--- src/rtl/mips_pkg.sv ---
// Shared decode definitions for the ID stage: opcodes, ALU op encodings,
// control-bundle layout and the canonical NOP.
package mips_pkg;

    localparam logic [5:0] OP_RTYPE = 6'h00;
    localparam logic [5:0] OP_LW    = 6'h23;
    localparam logic [5:0] OP_SW    = 6'h2B;
    localparam logic [5:0] OP_BEQ   = 6'h04;
    localparam logic [5:0] OP_ADDI  = 6'h08;

    localparam logic [1:0] ALU_OP_ADD   = 2'b00;
    localparam logic [1:0] ALU_OP_SUB   = 2'b01;
    localparam logic [1:0] ALU_OP_FUNCT = 2'b10;

    localparam int CTRL_W          = 10;
    localparam int CTRL_REG_WRITE  = 9;
    localparam int CTRL_MEM_READ   = 8;
    localparam int CTRL_MEM_WRITE  = 7;
    localparam int CTRL_MEM_TO_REG = 6;
    localparam int CTRL_ALU_SRC    = 5;
    localparam int CTRL_REG_DST    = 4;
    localparam int CTRL_BRANCH     = 3;
    localparam int CTRL_ALU_OP_HI  = 2;
    localparam int CTRL_ALU_OP_LO  = 1;
    localparam int CTRL_ILLEGAL    = 0;

    localparam logic [31:0] NOP = 32'h0000_0000;

    // Field order matches the CTRL_* bit indices above.
    typedef struct packed {
        logic       reg_write;
        logic       mem_read;
        logic       mem_write;
        logic       mem_to_reg;
        logic       alu_src;
        logic       reg_dst;
        logic       branch;
        logic [1:0] alu_op;
        logic       illegal;
    } ctrl_t;

    function automatic logic [5:0] instr_opcode(input logic [31:0] instr);
        return instr[31:26];
    endfunction

endpackage

--- src/rtl/id_stage_pipe_if.sv ---
// Fetch-side, register-file/sign-extender and execute-side signals of the ID stage.
interface id_stage_pipe_if #(
    parameter int DATA_W     = 32,
    parameter int IMM_W      = 16,
    parameter int REG_ADDR_W = 5
);
    logic [DATA_W-1:0]     if_instr;
    logic [DATA_W-1:0]     if_pc4;
    logic                  if_valid;
    logic                  flush;
    logic [IMM_W-1:0]      id_imm16;
    logic [DATA_W-1:0]     se_imm32;
    logic [REG_ADDR_W-1:0] id_rs;
    logic [REG_ADDR_W-1:0] id_rt;
    logic [DATA_W-1:0]     rf_rd1;
    logic [DATA_W-1:0]     rf_rd2;
    logic                  pc_write;
    logic                  ex_valid;
    logic [DATA_W-1:0]     ex_pc4;
    logic [DATA_W-1:0]     ex_rd1;
    logic [DATA_W-1:0]     ex_rd2;
    logic [DATA_W-1:0]     ex_imm32;
    logic [REG_ADDR_W-1:0] ex_rs;
    logic [REG_ADDR_W-1:0] ex_rt;
    logic [REG_ADDR_W-1:0] ex_rd;
    logic [5:0]            ex_funct;
    logic [9:0]            ex_ctrl;

    modport master (
        output if_instr, if_pc4, if_valid, flush, se_imm32, rf_rd1, rf_rd2,
        input  id_imm16, id_rs, id_rt, pc_write, ex_valid, ex_pc4, ex_rd1,
               ex_rd2, ex_imm32, ex_rs, ex_rt, ex_rd, ex_funct, ex_ctrl
    );

    modport slave (
        input  if_instr, if_pc4, if_valid, flush, se_imm32, rf_rd1, rf_rd2,
        output id_imm16, id_rs, id_rt, pc_write, ex_valid, ex_pc4, ex_rd1,
               ex_rd2, ex_imm32, ex_rs, ex_rt, ex_rd, ex_funct, ex_ctrl
    );
endinterface

--- src/rtl/id_stage_pipe_main_control.sv ---
// Main decoder: opcode plus slot valid to the 10-bit control bundle.
module main_control
    import mips_pkg::*;
(
    input  logic [5:0] opcode,
    input  logic       valid,
    output ctrl_t      ctrl
);

    always_comb begin
        ctrl = '0;
        if (valid) begin
            case (opcode)
                OP_RTYPE: begin
                    ctrl.reg_write = 1'b1;
                    ctrl.reg_dst   = 1'b1;
                    ctrl.alu_op    = ALU_OP_FUNCT;
                end
                OP_LW: begin
                    ctrl.reg_write  = 1'b1;
                    ctrl.mem_read   = 1'b1;
                    ctrl.mem_to_reg = 1'b1;
                    ctrl.alu_src    = 1'b1;
                    ctrl.alu_op     = ALU_OP_ADD;
                end
                OP_SW: begin
                    ctrl.mem_write = 1'b1;
                    ctrl.alu_src   = 1'b1;
                    ctrl.alu_op    = ALU_OP_ADD;
                end
                OP_BEQ: begin
                    ctrl.branch = 1'b1;
                    ctrl.alu_op = ALU_OP_SUB;
                end
                OP_ADDI: begin
                    ctrl.reg_write = 1'b1;
                    ctrl.alu_src   = 1'b1;
                    ctrl.alu_op    = ALU_OP_ADD;
                end
                default: ctrl.illegal = 1'b1;
            endcase
        end
    end

endmodule

--- src/rtl/id_stage_pipe.sv ---
// Decode stage with IF/ID and ID/EX pipeline registers, load-use stall and
// branch flush. The sign extender and register file sit outside this block.
module id_stage_pipe
    import mips_pkg::*;
#(
    parameter int DATA_W     = 32,
    parameter int IMM_W      = 16,
    parameter int REG_ADDR_W = 5
) (
    input logic           clk,
    input logic           rst,
    id_stage_pipe_if.slave bus
);

    logic [DATA_W-1:0]     ifid_instr;
    logic [DATA_W-1:0]     ifid_pc4;
    logic                  ifid_valid;

    logic [REG_ADDR_W-1:0] id_rs;
    logic [REG_ADDR_W-1:0] id_rt;
    logic [REG_ADDR_W-1:0] id_rd;
    logic [5:0]            id_funct;
    ctrl_t                 id_ctrl;
    logic                  stall;
    logic                  unused_shamt;

    logic                  ex_valid_q;
    logic [DATA_W-1:0]     ex_pc4_q;
    logic [DATA_W-1:0]     ex_rd1_q;
    logic [DATA_W-1:0]     ex_rd2_q;
    logic [DATA_W-1:0]     ex_imm32_q;
    logic [REG_ADDR_W-1:0] ex_rs_q;
    logic [REG_ADDR_W-1:0] ex_rt_q;
    logic [REG_ADDR_W-1:0] ex_rd_q;
    logic [5:0]            ex_funct_q;
    ctrl_t                 ex_ctrl_q;

    assign id_rs        = ifid_instr[21 +: REG_ADDR_W];
    assign id_rt        = ifid_instr[16 +: REG_ADDR_W];
    assign id_rd        = ifid_instr[11 +: REG_ADDR_W];
    assign id_funct     = ifid_instr[5:0];
    assign unused_shamt = ^ifid_instr[10:6];

    main_control u_main_control (
        .opcode (instr_opcode(ifid_instr[31:0])),
        .valid  (ifid_valid),
        .ctrl   (id_ctrl)
    );

    // A load into $0 never produces a real dependency, so it never stalls.
    assign stall = ex_valid_q & ex_ctrl_q.mem_read & (ex_rt_q != '0) & ifid_valid
                 & ((ex_rt_q == id_rs) | (ex_rt_q == id_rt));

    always_ff @(posedge clk) begin
        if (rst) begin
            ifid_instr <= NOP;
            ifid_pc4   <= '0;
            ifid_valid <= 1'b0;
        end else if (bus.flush) begin
            ifid_instr <= NOP;
            ifid_pc4   <= '0;
            ifid_valid <= 1'b0;
        end else if (!stall) begin
            ifid_instr <= bus.if_instr;
            ifid_pc4   <= bus.if_pc4;
            ifid_valid <= bus.if_valid;
        end
    end

    // Operand fields load every cycle; a bubble is marked purely by valid and ctrl.
    always_ff @(posedge clk) begin
        if (rst) begin
            ex_valid_q <= 1'b0;
            ex_pc4_q   <= '0;
            ex_rd1_q   <= '0;
            ex_rd2_q   <= '0;
            ex_imm32_q <= '0;
            ex_rs_q    <= '0;
            ex_rt_q    <= '0;
            ex_rd_q    <= '0;
            ex_funct_q <= '0;
            ex_ctrl_q  <= '0;
        end else begin
            ex_valid_q <= ifid_valid & ~stall & ~bus.flush;
            ex_ctrl_q  <= (stall | bus.flush) ? ctrl_t'('0) : id_ctrl;
            ex_pc4_q   <= ifid_pc4;
            ex_rd1_q   <= bus.rf_rd1;
            ex_rd2_q   <= bus.rf_rd2;
            ex_imm32_q <= bus.se_imm32;
            ex_rs_q    <= id_rs;
            ex_rt_q    <= id_rt;
            ex_rd_q    <= id_rd;
            ex_funct_q <= id_funct;
        end
    end

    assign bus.id_imm16 = ifid_instr[IMM_W-1:0];
    assign bus.id_rs    = id_rs;
    assign bus.id_rt    = id_rt;
    assign bus.pc_write = rst | bus.flush | ~stall;
    assign bus.ex_valid = ex_valid_q;
    assign bus.ex_pc4   = ex_pc4_q;
    assign bus.ex_rd1   = ex_rd1_q;
    assign bus.ex_rd2   = ex_rd2_q;
    assign bus.ex_imm32 = ex_imm32_q;
    assign bus.ex_rs    = ex_rs_q;
    assign bus.ex_rt    = ex_rt_q;
    assign bus.ex_rd    = ex_rd_q;
    assign bus.ex_funct = ex_funct_q;
    assign bus.ex_ctrl  = ex_ctrl_q;

endmodule

--- src/flat_wrapper.sv ---
// flat-port wrapper written by rule: the top's interface ports become plain ports
module id_stage_pipe_flat import mips_pkg::*;
#(
    parameter int DATA_W     = 32,
    parameter int IMM_W      = 16,
    parameter int REG_ADDR_W = 5
)
  (clk, rst, bus_if_instr, bus_if_pc4, bus_if_valid, bus_flush, bus_se_imm32, bus_rf_rd1, bus_rf_rd2, bus_id_imm16, bus_id_rs, bus_id_rt, bus_pc_write, bus_ex_valid, bus_ex_pc4, bus_ex_rd1, bus_ex_rd2, bus_ex_imm32, bus_ex_rs, bus_ex_rt, bus_ex_rd, bus_ex_funct, bus_ex_ctrl);
  id_stage_pipe_if #(.DATA_W(DATA_W), .IMM_W(IMM_W), .REG_ADDR_W(REG_ADDR_W)) bus_i ();
  input logic clk;
  input logic rst;
  input wire logic [$bits(bus_i.if_instr)-1:0] bus_if_instr;
  input wire logic [$bits(bus_i.if_pc4)-1:0] bus_if_pc4;
  input wire logic [$bits(bus_i.if_valid)-1:0] bus_if_valid;
  input wire logic [$bits(bus_i.flush)-1:0] bus_flush;
  input wire logic [$bits(bus_i.se_imm32)-1:0] bus_se_imm32;
  input wire logic [$bits(bus_i.rf_rd1)-1:0] bus_rf_rd1;
  input wire logic [$bits(bus_i.rf_rd2)-1:0] bus_rf_rd2;
  output wire logic [$bits(bus_i.id_imm16)-1:0] bus_id_imm16;
  output wire logic [$bits(bus_i.id_rs)-1:0] bus_id_rs;
  output wire logic [$bits(bus_i.id_rt)-1:0] bus_id_rt;
  output wire logic [$bits(bus_i.pc_write)-1:0] bus_pc_write;
  output wire logic [$bits(bus_i.ex_valid)-1:0] bus_ex_valid;
  output wire logic [$bits(bus_i.ex_pc4)-1:0] bus_ex_pc4;
  output wire logic [$bits(bus_i.ex_rd1)-1:0] bus_ex_rd1;
  output wire logic [$bits(bus_i.ex_rd2)-1:0] bus_ex_rd2;
  output wire logic [$bits(bus_i.ex_imm32)-1:0] bus_ex_imm32;
  output wire logic [$bits(bus_i.ex_rs)-1:0] bus_ex_rs;
  output wire logic [$bits(bus_i.ex_rt)-1:0] bus_ex_rt;
  output wire logic [$bits(bus_i.ex_rd)-1:0] bus_ex_rd;
  output wire logic [$bits(bus_i.ex_funct)-1:0] bus_ex_funct;
  output wire logic [$bits(bus_i.ex_ctrl)-1:0] bus_ex_ctrl;
  assign bus_i.if_instr = bus_if_instr;
  assign bus_i.if_pc4 = bus_if_pc4;
  assign bus_i.if_valid = bus_if_valid;
  assign bus_i.flush = bus_flush;
  assign bus_i.se_imm32 = bus_se_imm32;
  assign bus_i.rf_rd1 = bus_rf_rd1;
  assign bus_i.rf_rd2 = bus_rf_rd2;
  assign bus_id_imm16 = bus_i.id_imm16;
  assign bus_id_rs = bus_i.id_rs;
  assign bus_id_rt = bus_i.id_rt;
  assign bus_pc_write = bus_i.pc_write;
  assign bus_ex_valid = bus_i.ex_valid;
  assign bus_ex_pc4 = bus_i.ex_pc4;
  assign bus_ex_rd1 = bus_i.ex_rd1;
  assign bus_ex_rd2 = bus_i.ex_rd2;
  assign bus_ex_imm32 = bus_i.ex_imm32;
  assign bus_ex_rs = bus_i.ex_rs;
  assign bus_ex_rt = bus_i.ex_rt;
  assign bus_ex_rd = bus_i.ex_rd;
  assign bus_ex_funct = bus_i.ex_funct;
  assign bus_ex_ctrl = bus_i.ex_ctrl;
  id_stage_pipe #(.DATA_W(DATA_W), .IMM_W(IMM_W), .REG_ADDR_W(REG_ADDR_W)) u_core (.clk(clk), .rst(rst), .bus(bus_i));
endmodule
--- config.mk ---
export PLATFORM = sky130hd
export DESIGN_NAME = id_stage_pipe_flat
export DESIGN_NICKNAME = d
export VERILOG_FILES = /design/src/rtl/mips_pkg.sv /design/src/rtl/id_stage_pipe_if.sv /design/src/rtl/id_stage_pipe_main_control.sv /design/src/rtl/id_stage_pipe.sv /design/src/flat_wrapper.sv
export SDC_FILE = /design/constraint.sdc
export NUM_CORES = 1
export LEC_CHECK = 0
export CORE_AREA = 4 4 136 138
export DETAILED_ROUTE_END_ITERATION = 8
export DIE_AREA = 0 0 140 142
export DONT_BUFFER_PORTS = 1
export GPL_TIMING_DRIVEN = 0
export HOLD_SLACK_MARGIN = 0.08
export PLACE_DENSITY = 0.58
export SKIP_LAST_GASP = 1
export SLEW_MARGIN = 20
export SYNTH_ARGS = -nofsm -noshare
export SYNTH_HDL_FRONTEND = slang
export SYNTH_SLANG_ARGS = --single-unit
--- constraint.sdc ---
create_clock -name clk -period 3 [get_ports clk]
set_input_delay 0.3 -clock clk [delete_from_list [all_inputs] [get_ports clk]]
set_output_delay 0.3 -clock clk [all_outputs]
set_load 0.02 [all_outputs]
==> run summary, run 1 <==
The detailed router's first-iteration violation count was 133. The flow ran to the end, and the final reports show no timing, DRC or antenna violations. The count of flip-flops with a built-in enable after synthesis came out at 0. The logs give 223 for the TritonCTS sink count and 0 ps for the final total negative setup slack. Element type at the critical path start: a flip-flop. The run gives 672 as the gate count of the mapped netlist. From bottom edge to top edge, the die measures 142 microns. Dominant cell type by area after synthesis: sky130_fd_sc_hd__dfxtp_1. In this run the worst hold path is classified as in2reg.

Setup violations remaining at the end of the flow were counted as 0. Counting the fill cells in the layout gives 1410. After synthesis, the cell types taking the most area are sky130_fd_sc_hd__dfxtp_1, sky130_fd_sc_hd__nor2b_1, sky130_fd_sc_hd__mux2i_1. For the share of synthesized area occupied by flip-flops and latches, the log shows 0.6203. TritonCTS built the clock tree. In this run the mean area of a mapped cell was 10.71 sq um. The logs give 0.4190 for the starting utilization of the core area and 19880 sq um for the area enclosed by the die boundary.

Along the worst path, the maximum fanout reaches 10. Total via count after detailed routing: 5074. The number of warnings issued by yosys is 0. Counting every net in the synthesized netlist gives 836. Entering global routing, the biggest net connects 15 pins. For this design the static power due to leakage is 3.767 nW.

In this run the count of I/O pins placed on the die edge is 351. The tool flagged a number of max-cap violations equal to 0. The die is 140 microns wide.

The areal power density over the cells was 647.8 nW/um^2; the worst hold slack after final layout was 188.4 ps. The tools report the deepest level of the CTS H-tree as 1. Type of destination of the critical path: a primary output. After detailed routing, the number of remaining DRC violations is 0. The clock-pin slew of the registers on the worst-case setup and hold paths is 60 ps, and the final net count is 1021.

The longest clock path from root to sink contains 3 buffers. The async set-or-reset flop fraction in the synthesized netlist was 0. VDD sags by at most 0.4203 mV.

The run gives 21 as the number of distinct library cell variants in the gate-level netlist after synthesis. Cell at the root of the clock tree: sky130_fd_sc_hd__clkbuf_16. The logs give 22 for the clock buffer count from CTS and 20.89 mm for the final routed wirelength across all metal layers. The first global-routing pass estimated 31.21 mm of wire. The transition at the pin with the smallest max-transition slack came out at 704.0 ps. The tools report the headroom to the max-slew limit as 0.5307. Timing would allow up to 383.1 MHz.

Port buffering added 0 buffers. The tools report the via count of the first global-routing pass as 5499. In the routed layout, each cell is associated on average with a via count of 4.625. For the worst setup path, the data required time is 2700 ps. The fraction of layout cells with a size suffix above 1 was 0.08391; the final setup skew was 11.37 ps. The logs give 0 for the number of failing hold endpoints at the final stage and 0 for the quantity of gates resized following cts. The number of max-slew violations in the final report is 0, and the synthesis-stage register bit count is 223. Setup repair after global routing left no endpoint under its margin. The smallest clock period supported by the final layout is computed as 2611 ps. The tools report the overall routing resource usage as 0.1986. The pre-antenna-repair detailed-routing pass consisted of 5 iterations.

The portion of the clock cycle consumed by the worst path in the final layout was 0.8702. Remaining antenna violation count: 0. Leading register cell type out of synthesis: sky130_fd_sc_hd__dfxtp_1. Clock latency on the worst-skew pair, taken at its later pin, is 490 ps.

STA puts the critical path data arrival time at 2310 ps. Final global-route overflow total: 0. Detailed placement finished with a half-perimeter wire length of 14.79 mm.

The mapped netlist covers 7197 sq um. The initial antenna violation count was 2; the area inside the core boundary was 17180 sq um. The start-to-end type of the worst setup path was reg2out. The congestion estimate from routability-driven global placement came to 0.9116. The area growth from synthesis to layout is 36.13%.

The wire length per cell after detailed routing is 19.05 microns, and the total number of placement rows is 48. Share of Yosys cell area claimed by the top area cell type: 0.6203.
[where the power goes]
| part | switching [mW] | internal [mW] | total (mW) |
|---|---|---|---|
| Combinational | 0.179 | 0.239 | 0.419 |
| Sequential | 0.183 | 3.09 | 3.27 |
| Clock | 1.08 | 1.57 | 2.66 |
| Total | 1.45 | 4.90 | 6.35 |
[final cells by class]
class	instances	area, sq um	share of cell area
flip-flops and latches	223	4464	0.4557
multi-input cells	382	2328	0.2377
repair buffers	161	1612	0.1645
clock buffers	30	641.9	0.06552
plain buffers	67	404.1	0.04125
well taps	225	281.5	0.02874
clock inverters	7	60.06	0.006130
diodes	2	5.005	0.0005109
[registers in the layout (all words and copies together) (netlist names)]
register             cells
u_core.bus.ex_imm32     32
u_core.bus.ex_pc4       32
u_core.bus.ex_rd1       32
u_core.bus.ex_rd2       32
u_core.ifid_instr       32
u_core.ifid_pc4         32
u_core.bus.ex_ctrl       8
u_core.bus.ex_funct      6
u_core.bus.ex_rd         5
u_core.bus.ex_rs         5
u_core.bus.ex_rt         5
u_core.bus.ex_valid      1
u_core.ifid_valid        1
[Yosys cell counts, types with 4 or more instances]
cell and instances:
sky130_fd_sc_hd__xnor2_1 4, sky130_fd_sc_hd__nor3_1 4, sky130_fd_sc_hd__dfxtp_1 223, sky130_fd_sc_hd__nand2_1 135, sky130_fd_sc_hd__nor2b_1 150, sky130_fd_sc_hd__buf_4 28, sky130_fd_sc_hd__buf_6 6, sky130_fd_sc_hd__mux2i_1 64
sky130_fd_sc_hd__xor2_1 6, sky130_fd_sc_hd__clkbuf_1 31, sky130_fd_sc_hd__nor2_1 5
[worst max-delay path, stage by stage, from the launching register on]
cell,delay [ps]
sky130_fd_sc_hd__dfxtp_1,530
sky130_fd_sc_hd__xor2_1,120
sky130_fd_sc_hd__nor3_1,210
sky130_fd_sc_hd__nand3_1,100
sky130_fd_sc_hd__a21oi_1,290
sky130_fd_sc_hd__buf_2,330
sky130_fd_sc_hd__nand2_1,240
[what timing repair did]
item,4_1_cts,5_1_grt
hold buffers,161,0
hold endpoints to repair,161,0
setup buffers,0,0
[path summary, 6_finish.rpt]
check,slack (ps),endpoint,cells past startpoint,startpoint
setup / recovery,390,bus_pc_write,6,u_core.bus.ex_rt[0]
hold / removal,190,u_core.bus.ex_pc4[19],2,rst
setup reg to reg,1020,u_core.ifid_instr[14],7,u_core.bus.ex_rt[0]
hold reg to reg,450,u_core.bus.ex_pc4[4],1,u_core.ifid_pc4[4]
[logic make-up (layout without fill, tap and decap cells)]
logic type / after synthesis / in the layout / synth area share
AO/OA/AOI/OAI: 4 / 4 / 0.003999
XOR/XNOR: 10 / 10 / 0.01217
buffers and inverters: 67 / 265 / 0.05615
flip-flops: 223 / 223 / 0.6203
multiplexers: 64 / 64 / 0.08901
other: 0 / 2 / 0
AND/OR/NAND/NOR: 304 / 304 / 0.2184
[cells in the final DEF (no fill, tap or decap), drive strengths merged]
| cell type | n |
|---|---|
| a211oi | 1 |
| clkinv | 6 |
| or4 | 1 |
| mux2i | 64 |
| o2111ai | 1 |
| dlygate4sd3 | 161 |
| diode | 2 |
| nand3 | 2 |
| xor2 | 6 |
| a21oi | 1 |
| xnor2 | 4 |
| nor3 | 4 |
| clkbuf | 61 |
| nor2 | 5 |
| buf | 36 |
| nor4b | 3 |
| bufinv | 1 |
| dfxtp | 223 |
| nand2 | 135 |
| nand4 | 1 |
| nor2b | 150 |
| nor4 | 3 |
| o21a | 1 |
[stage by stage]
step	worst slack [ps]	total power, mW	instance area [sq um]	util	cells
after detailed placement	833.1	3.581	7478	0.4354	897
after global placement	865.5	3.570	7478	0.4354	897
after floorplan	1160	3.498	7197	-	672
final	389.4	6.347	9797	0.5704	1097
after CTS	307.4	6.401	9792	0.5701	1095
after global routing	258.4	6.563	9797	0.5704	1097
[routing by layer]
| metal | vias to the layer above | GRT usage | part of all wire |
|---|---|---|---|
| met1 | 2358 | 0.2040 | 0.35 |
| met3 | 39 | 0.06552 | 0.087 |
| met5 | - | 0 | 0 |
| li1 | 2442 | - | - |
| met4 | 0 | 0.06170 | 0.027 |
| met2 | 235 | 0.3814 | 0.53 |
Note: power is estimated with default switching activity, not from simulation.
==> run 2: changes to the inputs <==
PLACE_DENSITY = 0.6   (was 0.58)
clock period = 2.27 ns   (was 3 ns; I/O delays follow)
==> run summary, run 2 (synthesized netlist as in run 1, its figures left out) <==
CTS placed an instance of sky130_fd_sc_hd__clkbuf_16 at the clock tree root. The clock passes through at most 3 buffers. Worst hold-check path type: in2reg.

Clock-pin slew was measured on the worst setup and hold paths at 60 ps. Global routing finished with a remaining overflow of 0. The fraction of layout cells with a size suffix above 1 works out to 0.09737.

Buffers inserted during clock tree synthesis total 23. The headroom to the max-slew limit is 0.5325, and the chip height is 142 microns. Starting utilization of the core area: 0.4190.

Summed over all failing endpoints, the final setup total negative slack is 0 ps. The upper clock frequency limit came out at 455.0 MHz. The detailed router put a total of 7.490 mm of wire on met1.

At the worst endpoint, the arrival time is 1970 ps. After detailed routing, the number of vias per cell comes to 4.658. The data required time at the worst endpoint was 2040 ps; the insertion delay to the later sink of the worst-skew pair was 490 ps. Leaving out fill and tap cells, the most frequent cells in the layout are sky130_fd_sc_hd__dfxtp_1, sky130_fd_sc_hd__dlygate4sd3_1, sky130_fd_sc_hd__nor2b_1, sky130_fd_sc_hd__nand2_1, sky130_fd_sc_hd__mux2i_1.

From synthesis to final layout, the design area changed by 37.07%. The overall die width is 140 microns. The first detailed-routing pass took 4 iterations. The number of max-cap violations is 0, and the portion of the clock cycle consumed by the worst path in the final layout is 0.9682.

Detailed routing placed a total of 11.11 mm of wire on met2. Across the routed clock network, the largest skew measured is 10.96 ps. The critical-path maximum fanout was 10; the total number of placement rows was 48. The count of buffers inserted at the top-level ports was 0.

Setup repair after global routing left no endpoint under its margin. TritonCTS built the clock tree. For the finished layout, the period the worst path requires is 2198 ps. For the weighted congestion reported at the end of routability-driven placement, the log shows 0.9038. The number of failing hold endpoints at the final stage came out at 0. Detailed routing inserted a total of 5124 vias. The tools report the via count of the first global-routing pass as 5602.

The finished cells cover 9864 sq um. The first routing iteration left 112 violations. Once detailed placement completed, the half-perimeter wirelength came to 14.30 mm.

The area inside the core boundary is 17180 sq um, and the instance count after placement with tap cells included is 897. For the I/O pin count, the log shows 351. The tree built by TritonCTS fans out to 223 sinks. Summed over all cells, the static leakage comes to 3.787 nW. The first global-routing pass estimated 31.39 mm of wire. Setup violations remaining at the end of the flow were counted as 0.

Excluding fillers, the count of instances in the completed layout stands at 1100. Wire length per cell after detailed routing: 19.03 microns. Summed over all layers, the routed wires come to 20.93 mm. The logs give 0 for the number of max-slew violations in the final report and 1 for the deepest level of the CTS H-tree.

Overall routing resource usage: 0.1979. The run finished with clean final reports. The transition at the pin with the smallest max-transition slack came out at 701.2 ps.

Areal power density over the cells: 864.5 nW/um^2. The top layer used by detailed routing was met4. For this run, design rule violations remaining after detail routing come to 0. The worst setup path is captured at a primary output.

Setup slack on the critical path of the routed design comes to 72.23 ps. The pin count of the biggest net entering global routing came out at 15. After detailed routing, the met3 layer carries 1.958 mm of wire. The start-to-end type of the worst setup path was reg2out. The post-placement setup slack is 207.1 ps, and the remaining antenna violation count is 0. The worst IR drop on VDD came out at 0.7123 mV. The most common library cell in the layout ignoring fill and taps is sky130_fd_sc_hd__dfxtp_1. The area enclosed by the die boundary was 19880 sq um. STA classifies the critical path startpoint as a flip-flop. After the last flow step, the layout net total stands at 1022. The initial antenna violation count came out at 1. After detailed placement, the total cell area comes to 7478 sq um. The core occupancy in the finished layout was 0.5743.
[run 2: repair_timing]
item / CTS / global route
setup endpoints to repair: 1 / 1
hold buffers: 161 / 0
pin swaps: 0 / 0
hold endpoints to repair: 161 / 0
buffers inserted: 0 / 0
gates cloned: 0 / 0
resized for setup: 9 / 4
[run 2: power breakdown]
group / switching, mW / leakage (nW) / internal (mW)
Sequential: 0.245 / 1.84 / 4.08
Combinational: 0.240 / 1.59 / 0.318
Clock: 1.53 / 0.359 / 2.12
Total: 2.02 / 3.79 / 6.51
[run 2: worst max-delay path, cell delays in order (launching register included)]
cell and delay, ps:
sky130_fd_sc_hd__dfxtp_4 380, sky130_fd_sc_hd__or4_4 540, sky130_fd_sc_hd__o2111ai_2 200, sky130_fd_sc_hd__a21oi_2 80, sky130_fd_sc_hd__buf_6 160, sky130_fd_sc_hd__nand2_4 110
[run 2: layer usage]
metal,global-route usage,vias up
met5,0,-
met4,0.05660,0
met3,0.06552,32
met2,0.3766,240
met1,0.2081,2401
li1,-,2451
[run 2: final timing paths]
check | cells after the start | slack, ps | end | start
max | 5 | 70 | bus_pc_write | u_core.bus.ex_rt[0]
max reg2reg | 6 | 420 | u_core.ifid_pc4[7] | u_core.bus.ex_rt[1]
min reg2reg | 2 | 450 | u_core.ifid_pc4[28] | u_core.ifid_pc4[28]
min | 2 | 130 | u_core.bus.ex_pc4[13] | rst
[run 2: through the flow]
| step | hold slack, ps | total power, mW |
|---|---|---|
| after floorplan | 351.1 | 4.623 |
| after global placement | 355.0 | 4.715 |
| after detailed placement | 354.1 | 4.731 |
| after CTS | 102.6 | 8.585 |
| after global routing | 142.1 | 8.819 |
| final | 133.4 | 8.528 |
[run 2: cell type report]
class                   count  area, sq um
plain buffers              67        410.4
clock inverters            10        91.34
flip-flops and latches    223         4473
multi-input cells         382         2350
repair buffers            161         1612
fillers                  1424         7312
clock buffers              30        641.9
well taps                 225        281.5
diodes                      2        5.005
==> run 3: changes to the inputs <==
HOLD_SLACK_MARGIN = 0.02   (was 0.08)
PLACE_DENSITY = 0.58   (was 0.6)
clock period = 2.4 ns   (was 2.27 ns; I/O delays follow)
==> run summary, run 3 (synthesized netlist as in run 1, its figures left out) <==
For the I/O pin count, the log shows 351. Weighted congestion reported at the end of routability-driven placement: 0.9116. Setup repair after global routing left no endpoint under its margin.

The final setup skew came out at 11.37 ps. The initial antenna violation count came out at 2. The element type at the critical path start is a flip-flop. Family of cells with the greatest summed delay on the critical path: simple AND/OR/NAND/NOR gates.

The detailed router finished its first iteration with 124 violations. In this run the critical register-to-register path is captured at u_core.ifid_instr[14]. The count of buffers inserted at the top-level ports was 0. The run gives 0 ps as the final total negative setup slack. The worst register-to-register path has a depth of 7. The standard cell area after detailed placement was 7478 sq um; the switching power was 1.809 mW. The TritonCTS sink count came out at 223. TritonCTS built the clock tree.

The finished cells cover 9813 sq um. Via count of the first global-routing pass: 5499. The tools report the clock network fraction of design power as 0.419.

The floorplan step set the die width to 140 microns. For this block, the via count after detailed routing is 5081. The logs give 0.5307 for the headroom to the max-slew limit and 48 for the total number of placement rows.

For the deepest level of the CTS H-tree, the log shows 1. The portion of the clock cycle consumed by the worst path in the final layout was 0.9454; the clock buffer count from CTS was 22. In this run the worst path has a maximum fanout of 10. The path class of the tightest hold or removal check is in2reg. The library cells used most frequently in the layout, excluding fill and tap cells, are sky130_fd_sc_hd__dfxtp_1, sky130_fd_sc_hd__dlygate4sd3_1, sky130_fd_sc_hd__nor2b_1, sky130_fd_sc_hd__nand2_1, sky130_fd_sc_hd__mux2i_1. Timing would allow up to 440.7 MHz. The tools report the number of max-slew violations in the final report as 0. In this run the worst setup path terminates at bus_pc_write. The first global-routing pass estimated 31.21 mm of wire.

The area inside the core boundary was 17180 sq um. The number of failing hold endpoints at the final stage was 0; the overall routing resource usage was 0.1986. The insertion delay to the later sink of the worst-skew pair was 490 ps; the time the final worst path needs with I/O delays and setup was 2269 ps. Relative to the synthesized area, the layout overhead comes to 36.35%. The logs give 0.515 for the share of power burned in registers and 0 for the post-CTS repair timing setup buffer count. The cell internal power dissipation was 6.127 mW. STA classifies the critical path endpoint as a primary output. Tracing the worst setup path back leads to its startpoint at u_core.bus.ex_rt[0]. The final global-route overflow total was 0; the number of optimization iterations in the first detailed-route pass was 5. Detailed placement ended at an HPWL of 14.79 mm. Leakage dissipation: 3.782 nW. The logs give 0.4190 for the starting utilization of the core area and 530 ps for the setup slack of the worst register-to-register path. Clock-pin slew was measured on the worst setup and hold paths at 60 ps. The fraction of layout cells with a size suffix above 1 is 0.09080, and the area enclosed by the die boundary is 19880 sq um. At the worst endpoint, the required time is 2160 ps. At the pin with the least slew margin, the transition time is 704.0 ps. The clock passes through at most 3 buffers.

Summing all multi-input logic gate instances after layout gives 2336 sq um. The chip height is 142 microns. The library cell contributing the largest single delay on the critical path was sky130_fd_sc_hd__or4_1. The areal power density over the cells works out to 808.7 nW/um^2.

The flow ran to the end, and the final reports show no timing, DRC or antenna violations. After detailed routing, the total wire length is 20.92 mm. The worst setup path is of the reg2out kind. The vias per cell was 4.632; the total number of cells along the worst setup path was 5.

The run gives 0 as the number of DRC violations after detailed routing. Clock tree synthesis selected as its root buffer the cell sky130_fd_sc_hd__clkbuf_16. The tool flagged a number of max-cap violations equal to 0. Entering global routing, the biggest net connects 15 pins.

The library cell used most frequently in the layout, excluding fill and tap cells, is sky130_fd_sc_hd__dfxtp_1. The final setup violation count was 0. The count of filler cells inserted in the layout was 1406. The critical path buffer and inverter count was 1. In the final design database the tool counted 1021 nets. The share of power burned in combinational logic is 0.066, and the wire length per cell after detailed routing is 19.07 microns.

The switching share of power works out to 0.2279. The worst-case IR drop observed on VDD is 0.5254 mV. In the final layout, flip-flops and latches occupy 4471 sq um. The startpoint identified for the worst register-to-register timing path is u_core.bus.ex_rt[0]. In this run the remaining antenna-violating nets after routing total 0.

The critical path goes through or4_1, o2111ai_1, a21oi_1, buf_4, nand2_4. In this design, the stage delay of the slowest critical-path cell is 530 ps. Data arrives at the worst endpoint at 2030 ps.
run 3: timing repair:
item | 4_1_cts | 5_1_grt
hold buffers | 161 | 0
endpoints found under the hold margin | 161 | 0
setup endpoints to repair | 1 | 1
resized for setup | 6 | 2
run 3: metrics by stage:
step | power, mW | setup slack, ps | instances | hold WS, ps | utilization
floorplan | 4.372 | 619.7 | 672 | 364.1 | -
global placement | 4.463 | 325.5 | 897 | 368.3 | 0.4354
detailed placement | 4.476 | 293.1 | 897 | 374.0 | 0.4354
CTS | 8.001 | 36.18 | 1095 | 99.56 | 0.5707
global route | 8.205 | 21.16 | 1097 | 128.9 | 0.5713
finish | 7.936 | 130.9 | 1097 | 128.4 | 0.5713
run 3: final cells by class:
| class | instances | share of cell area |
|---|---|---|
| Clock buffer | 30 | 0.06541 |
| Multi-Input combinational cell | 382 | 0.2380 |
| Sequential cell | 223 | 0.4556 |
| Buffer | 67 | 0.04144 |
| Tap cell | 225 | 0.02869 |
| Timing Repair Buffer | 161 | 0.1642 |
| Antenna cell | 2 | 0.0005100 |
| Clock inverter | 7 | 0.006120 |
run 3: power groups by stage:
stage               registers [mW]  clock network (mW)  logic [mW]
floorplan                     4.13                   0       0.242
global placement              4.17                   0       0.296
detailed placement            4.17                   0       0.306
CTS                           4.09                3.39       0.525
global route                  4.10                3.53       0.571
finish                        4.09                3.32       0.524
run 3: worst min-delay path by stage:
stage / from / end / slack, ps / cells after the start
after global routing: rst / u_core.bus.ex_pc4[19] / 130 / 2
after detailed placement: bus_se_imm32[10] / u_core.bus.ex_imm32[10] / 370 / 1
after global placement: bus_if_valid / u_core.ifid_valid / 370 / 1
after CTS: rst / u_core.bus.ex_pc4[19] / 100 / 2
final: rst / u_core.bus.ex_pc4[19] / 130 / 2
after floorplan: bus_if_valid / u_core.ifid_valid / 360 / 1
run 3: layer usage:
layer  wire (microns)  GRT usage  vias up
met3             1826    0.06552       39
met1             7380     0.2040     2363
li1                 -          -     2442
met5                0          0        -
met4              566    0.06170        0
met2            11140     0.3814      237
